[config.mk]
export PLATFORM = sky130hd
export DESIGN_NAME = pwr_reg_target
export DESIGN_NICKNAME = d
export VERILOG_FILES = /design/src/rtl/pwr_reg_target.sv
export SDC_FILE = /design/constraint.sdc
export NUM_CORES = 1
export LEC_CHECK = 0
export BUFFER_PORTS_ARGS = -buffer_cell sky130_fd_sc_hd__buf_2
export CORE_AREA = 2 2 262 264
export CTS_CLUSTER_SIZE = 8
export DETAILED_ROUTE_END_ITERATION = 12
export DIE_AREA = 0 0 264 266
export GPL_TIMING_DRIVEN = 1
export PLACE_DENSITY = 0.74
export SLEW_MARGIN = 10
export SYNTH_ARGS = -nofsm -noshare
export SYNTH_HDL_FRONTEND = slang
export SYNTH_SLANG_ARGS = --single-unit
[constraint.sdc]
create_clock -name clk -period 4.1 [get_ports clk]
set_input_delay 0.205 -clock clk [delete_from_list [all_inputs] [get_ports clk]]
set_output_delay 0.205 -clock clk [all_outputs]
set_load 0.01 [all_outputs]
[src/rtl/pwr_reg_target.sv]
// AXI-Lite responder exposing a bank of power-control registers to the power-domain logic.
// Optional: define PWR_REG_WSTRB_EN to honour wstrb byte lanes on writes.
module pwr_reg_target #(
  parameter int unsigned           ADDR_WIDTH = 32,
  parameter int unsigned           DATA_WIDTH = 32,
  parameter int unsigned           REG_NUM    = 16,
  parameter logic [ADDR_WIDTH-1:0] BASE_ADDR  = '0
) (
  input  logic                          clk,
  input  logic                          rst_n,
  input  logic [ADDR_WIDTH-1:0]         awaddr,
  input  logic                          awvalid,
  output logic                          awready,
  input  logic [DATA_WIDTH-1:0]         wdata,
  input  logic [DATA_WIDTH/8-1:0]       wstrb,
  input  logic                          wvalid,
  output logic                          wready,
  output logic [1:0]                    bresp,
  output logic                          bvalid,
  input  logic                          bready,
  input  logic [ADDR_WIDTH-1:0]         araddr,
  input  logic                          arvalid,
  output logic                          arready,
  output logic [DATA_WIDTH-1:0]         rdata,
  output logic [1:0]                    rresp,
  output logic                          rvalid,
  input  logic                          rready,
  output logic [REG_NUM*DATA_WIDTH-1:0] regs_o,
  output logic [REG_NUM-1:0]            wr_pulse_o
);

  localparam int unsigned           IDX_W       = $clog2(REG_NUM);
  localparam int unsigned           STRB_W      = DATA_WIDTH / 8;
  localparam logic [ADDR_WIDTH-1:0] SPAN        = ADDR_WIDTH'(REG_NUM * 4);
  localparam logic [1:0]            RESP_OKAY   = 2'b00;
  localparam logic [1:0]            RESP_SLVERR = 2'b10;

  logic                  aw_held, w_held;
  logic [ADDR_WIDTH-1:0] aw_addr_q;
  logic [DATA_WIDTH-1:0] w_data_q;
  logic [STRB_W-1:0]     w_strb_q;
  logic [DATA_WIDTH-1:0] regs_q [REG_NUM];

  logic [ADDR_WIDTH-1:0] aw_off, ar_off;
  logic                  aw_hit, ar_hit, commit;
  logic [IDX_W-1:0]      aw_idx, ar_idx;
  logic [DATA_WIDTH-1:0] wr_word;

  // Address decode relative to the bank base; low two address bits are don't-care.
  assign aw_off = aw_addr_q - BASE_ADDR;
  assign ar_off = araddr - BASE_ADDR;
  assign aw_hit = aw_off < SPAN;
  assign ar_hit = ar_off < SPAN;
  assign aw_idx = aw_off[2 +: IDX_W];
  assign ar_idx = ar_off[2 +: IDX_W];

  assign awready = !aw_held;
  assign wready  = !w_held;
  assign arready = !rvalid || rready;
  assign commit  = aw_held && w_held && (!bvalid || bready);

`ifdef PWR_REG_WSTRB_EN
  // Merge strobed byte lanes over the current register contents.
  always_comb begin
    wr_word = regs_q[aw_idx];
    for (int b = 0; b < STRB_W; b++) begin
      if (w_strb_q[b]) wr_word[8*b +: 8] = w_data_q[8*b +: 8];
    end
  end
`else
  logic unused_strb;
  assign unused_strb = ^w_strb_q;

  always_comb begin
    wr_word = w_data_q;
  end
`endif

  // Write address holding register.
  always_ff @(posedge clk or negedge rst_n) begin
    if (!rst_n) begin
      aw_held   <= 1'b0;
      aw_addr_q <= '0;
    end else if (commit) begin
      aw_held <= 1'b0;
    end else if (awvalid && !aw_held) begin
      aw_held   <= 1'b1;
      aw_addr_q <= awaddr;
    end
  end

  // Write data holding register.
  always_ff @(posedge clk or negedge rst_n) begin
    if (!rst_n) begin
      w_held   <= 1'b0;
      w_data_q <= '0;
      w_strb_q <= '0;
    end else if (commit) begin
      w_held <= 1'b0;
    end else if (wvalid && !w_held) begin
      w_held   <= 1'b1;
      w_data_q <= wdata;
      w_strb_q <= wstrb;
    end
  end

  // Register file commit, write strobes and B response.
  always_ff @(posedge clk or negedge rst_n) begin
    if (!rst_n) begin
      for (int i = 0; i < REG_NUM; i++) regs_q[i] <= '0;
      wr_pulse_o <= '0;
      bvalid     <= 1'b0;
      bresp      <= RESP_OKAY;
    end else begin
      wr_pulse_o <= '0;
      if (commit) begin
        bvalid <= 1'b1;
        bresp  <= aw_hit ? RESP_OKAY : RESP_SLVERR;
        if (aw_hit) begin
          regs_q[aw_idx]     <= wr_word;
          wr_pulse_o[aw_idx] <= 1'b1;
        end
      end else if (bready) begin
        bvalid <= 1'b0;
      end
    end
  end

  // Read response; sees pre-commit contents when racing a write to the same register.
  always_ff @(posedge clk or negedge rst_n) begin
    if (!rst_n) begin
      rvalid <= 1'b0;
      rdata  <= '0;
      rresp  <= RESP_OKAY;
    end else if (arvalid && arready) begin
      rvalid <= 1'b1;
      rdata  <= ar_hit ? regs_q[ar_idx] : '0;
      rresp  <= ar_hit ? RESP_OKAY : RESP_SLVERR;
    end else if (rready) begin
      rvalid <= 1'b0;
    end
  end

  always_comb begin
    regs_o = '0;
    for (int i = 0; i < REG_NUM; i++) regs_o[DATA_WIDTH*i +: DATA_WIDTH] = regs_q[i];
  end

endmodule

# Word level (Yosys, flattened, before mapping)

Cells that the tools add are included.

Register bits: 632
Bits of input ports: 107

Magnitude comparators: 7
Multiplexer cells: 21
Bitwise gates (word level): 3
Reductions and logical operators: 20

Operators by type and width:

| cell                | number |
|---|---|
| $bwmux 512          | 1 |
| $bmux 32 s4         | 1 |
| $demux 32 s4        | 1 |
| $mux 32             | 4 |
| $lt 32x7->1 const B | 2 |
| $mux 16             | 2 |
| $ge 5x5->1 const B  | 2 |
| $not 4->5           | 2 |
| $mux 1              | 9 |
| $reduce_bool 2->1   | 4 |
| $logic_and 1x1->1   | 7 |
| $reduce_and 2->1    | 3 |
| $lt 4x5->1 const B  | 1 |
| $lt 5x1->1 const B  | 1 |
| $demux 1 s4         | 1 |
| $ge 4x1->1 const B  | 1 |
| $logic_not 1->1     | 4 |
| $mux 2              | 2 |
| $logic_or 1x1->1    | 2 |
| $not 1->1           | 1 |

# Longest topological paths before layout

Depth in word-level cells: 6
Depth in mapped cells: 7
Mapped depth without buffers: 5

# Least setup slack after synthesis

No wires, ideal clock.

Kind: register to register
From: register aw_addr_q[26]
To: register regs_q (netlist bit regs_o[481])
Library setup time: 0.128 ns
Data arrival time: 1.847 ns
Path slack: 2.126 ns
Stages on the path, launching flop included: 8
Path buffers: 2
Path through: dfrtp_1 > nor4_1 > nand4_1 > nor3_2 > buf_4 > nand4_4 > buf_2 > mux2_1

Longest elaborated chain between the ends: 2

RTL lines:

| element                       | RTL line | text |
|---|---|---|
| start, declared               | 39       | `logic [ADDR_WIDTH-1:0] aw_addr_q;` |
| start signal, assigned        | 88       | `aw_addr_q <= awaddr;` |
| $lt 32x7->1                   | 52       | `assign aw_hit = aw_off < SPAN;` |
| $reduce_and 2->1 (no line)    | --       |  |
| end signal, assigned by index | 120      | `regs_q[aw_idx] <= wr_word;` |
| end, declared                 | 42       | `logic [DATA_WIDTH-1:0] regs_q [REG_NUM];` |

No other way between the ends.
A chain may end at the register's enable or synchronous reset.

# Worst setup path after layout

From: register aw_addr_q[17]
To: register regs_q (netlist bit regs_o[499])

Same word-level chain as after synthesis.

==> summary.txt <==
Outcome
  • Status: complete, no violations

Timing
  • Setup_tns: 0 ns
  • Relative slew slack: 26.4%
  • Final hold slack: 0.161 ns
  • Final Hold Viols: 0
  • Clock skew: 0.0330 ns
  • RSZ-0062 raised after global routing: no
  • Final Critical Period: 3.25 ns
  • Final setup fails: 0
  • Max frequency: 0.308 GHz
  • Final worst path period share: 79.2%
  • Fin. max-slew vios: 0
  • Worst-Margin Slew: 1.10 ns

Global routing
  • First-pass GRT wire length: 139000 um
  • Initial antenna violation count: 5
  • Largest net degree at the start of global routing: 146
  • Vias in the first global route: 20500
  • Total track usage: 26.8%
  • Overflow after GRT: 0

Placement
  • # port buffers: 665
  • Placer Congestion: 0.881
  • Final HPWL from detailed placement: 64600 um

Floorplan
  • Die area: 70200 um^2
  • Initial Util: 40.1%
  • Rows: 96
  • Die width: 264 um
  • Die span in y: 266 um
  • Core area: 67700 um^2
  • # IOs: 676

Layout
  • Fill cells: 5617
  • Layout area overhead: 27.8%
  • Register area: 15700 um^2
  • Multi-input combinational cell area: 10900 um^2
  • # nets final: 2529
  • Share of cells above drive strength 1: 57.7%

Synthesis
  • Ys async rst share: 100%
  • Sequential cell area fraction in the yosys report: 57.9%
  • Synth top area cells: dfrtp_1, mux2_2, mux4_2
  • Most frequent cell after synthesis: dfrtp_1
  • Post-synth cell types: 31
  • Top FF cell, synth: dfrtp_1
  • Synthesis-stage register bit count: 628
  • Dominant cell type by area after synthesis: dfrtp_1
  • Post-synth EDFFs: 0
  • Syn Area/Cell: 16.0 um^2
  • Post-synth design cell area: 27200 um^2
  • Top-area cell type share of the netlist area: 57.9%
  • Post-Syn Instances: 1692
  • Commonest cells in the synthesized netlist: dfrtp_1, mux2_2, mux2_1
  • Synth Warn #: 0

Setup path
  • WP data arrival: 3.75 ns
  • Setup Crit Path Kind: flop to flop
  • Worst-path fanout max: 18
  • CP required: 4.60 ns
  • Worst path max stage delay: 0.57 ns
  • CP Cell Sequence: nor4_1 -> nand4_1 -> nor3_4 -> buf_12 -> nand4_4 -> buf_4 -> mux2_1
  • CP max stage cell: nor3_4
  • Setup crit start kind: flop
  • CP endpoint kind: flop

Routing
  • DR pass1 iterations: 5
  • Post-route DRC violation count: 0
  • WL final: 95600 um
  • Wire length per cell: 28.8 um
  • Initial drt markers: 1588
  • Antenna viol nets, final: 0
  • Via density: 5.84
  • Via count: 19400

Clocking
  • Longest Clk Path Bufs: 3
  • CTS tree: built
  • Htree depth: 3
  • Root Driver: clkbuf_16
  • Num CTS Buffers: 89
  • Sink Count: 628
  • Post_cts resized: 0
  • CTS clk-pin slew, worst paths: 0.05 ns
  • Clk_lat worst skew: 0.64 ns

Flow run
  • Max cap viols: 0

Pwr
  • Leakage: 18.8 nW
  • Peak supply drop: 365 uV
  • Cell Pwr Density: 444 nW/um^2

Hold path
  • HP Class: input pin to async pin
[worst max-delay path: cells and delay by family, from the launching register on]
family,cells,cell delay [ns]
flip-flops,1,0.38
multiplexers,1,0.37
buffers and inverters,2,0.71
AND/OR/NAND/NOR,4,1.65
[area by class of cell]
cell class,count,share of cell area (%)
Inverter,3,0.0325
Clock inverter,8,0.462
Clock buffer,93,6.58
Tap cell,882,3.18
Sequential cell,628,45.3
Multi-Input combinational cell,919,31.4
Antenna cell,2,0.0144
Timing Repair Buffer,781,13.1
[cell usage in the layout, fill, tap and decap left out, types with 2 or more instances in the layout]
cell type        n
buf_2          662
dfrtp_1        628
mux2_2         440
mux2_1         134
mux4_2         128
clkbuf_16       90
dlygate4sd3_1   69
a22oi_1         62
nand2_1         37
buf_4           36
a22o_1          32
nor2_1          23
nor4_1          11
buf_12          11
nand3_2          8
nand2b_1         5
nor2b_1          5
nand4_1          4
nor3_1           4
nand3_4          4
inv_1            3
nor2b_4          3
nand4_4          3
diode_2          2
a21oi_1          2
conb_1           2
clkinv_16        2
inv_16           2
clkbuf_8         2
buf_8            2
[power breakdown]
part           leakage [nW]  internal, mW  switching (mW)
sequential             8.62          6.53            1.01
clock                  1.20          3.98            2.69
combinational          8.97         0.558           0.633
total                  18.8          11.1            4.33
[cells by family (layout without fill, tap and decap cells)]
group / after synthesis / in the layout / share of synthesized area (%)
buffers and inverters: 146 / 885 / 2.38
AOI/OAI and AO/OA: 98 / 98 / 2.83
DFF: 628 / 628 / 57.9
and+or+nand+nor: 116 / 116 / 2.43
muxes: 703 / 703 / 34.5
other: 1 / 4 / 0.0138
[routing by layer]
metal	up-vias	track usage [%]	wire length (um)
met1	10300	32.2	35600
li1	7787	-	-
met5	-	0	0
met2	1051	44.8	47800
met4	0	12.3	4380
met3	268	7.50	7920
[sequential cells by signal, indices dropped and copies added (netlist names), 16 cells and up]
signal,count
regs_o,512
rdata,32
w_data_q,32
aw_addr_q,30
wr_pulse_o,16
[stage by stage]
stage / std cells / area (um^2) / power, mW / util [%] / setup WS, ns
after floorplan: 1693 / 27200 / 7.97 / - / 2.13
after global placement: 3144 / 31600 / 8.62 / 46.6 / 0.877
after detailed placement: 3144 / 31600 / 8.74 / 46.6 / 0.828
after CTS: 3314 / 34700 / 15.5 / 51.2 / 0.839
after global routing: 3316 / 34700 / 15.9 / 51.2 / 0.599
final: 3316 / 34700 / 15.4 / 51.2 / 0.852
[worst paths after layout]
kind                       slack [ns]  cells after the start          start       endpoint
max in group asynchronous        2.53                      3          rst_n    regs_o[397]
hold / removal                   0.16                      2          rst_n  aw_addr_q[17]
setup / recovery                 0.85                      7  aw_addr_q[17]    regs_o[499]
setup reg to reg                 0.85                      7  aw_addr_q[17]    regs_o[499]
min in group clk                 0.18                      4      araddr[5]      rdata[30]
hold reg to reg                  0.50                      1      rdata[30]      rdata[30]
[timing repair]
item                                    CTS  global route
endpoints found under the hold margin   159             0
hold buffers                             69             0
endpoints found under the setup margin    0             0
setup buffers                             0             0
Note: power is estimated with default switching activity, not from simulation.
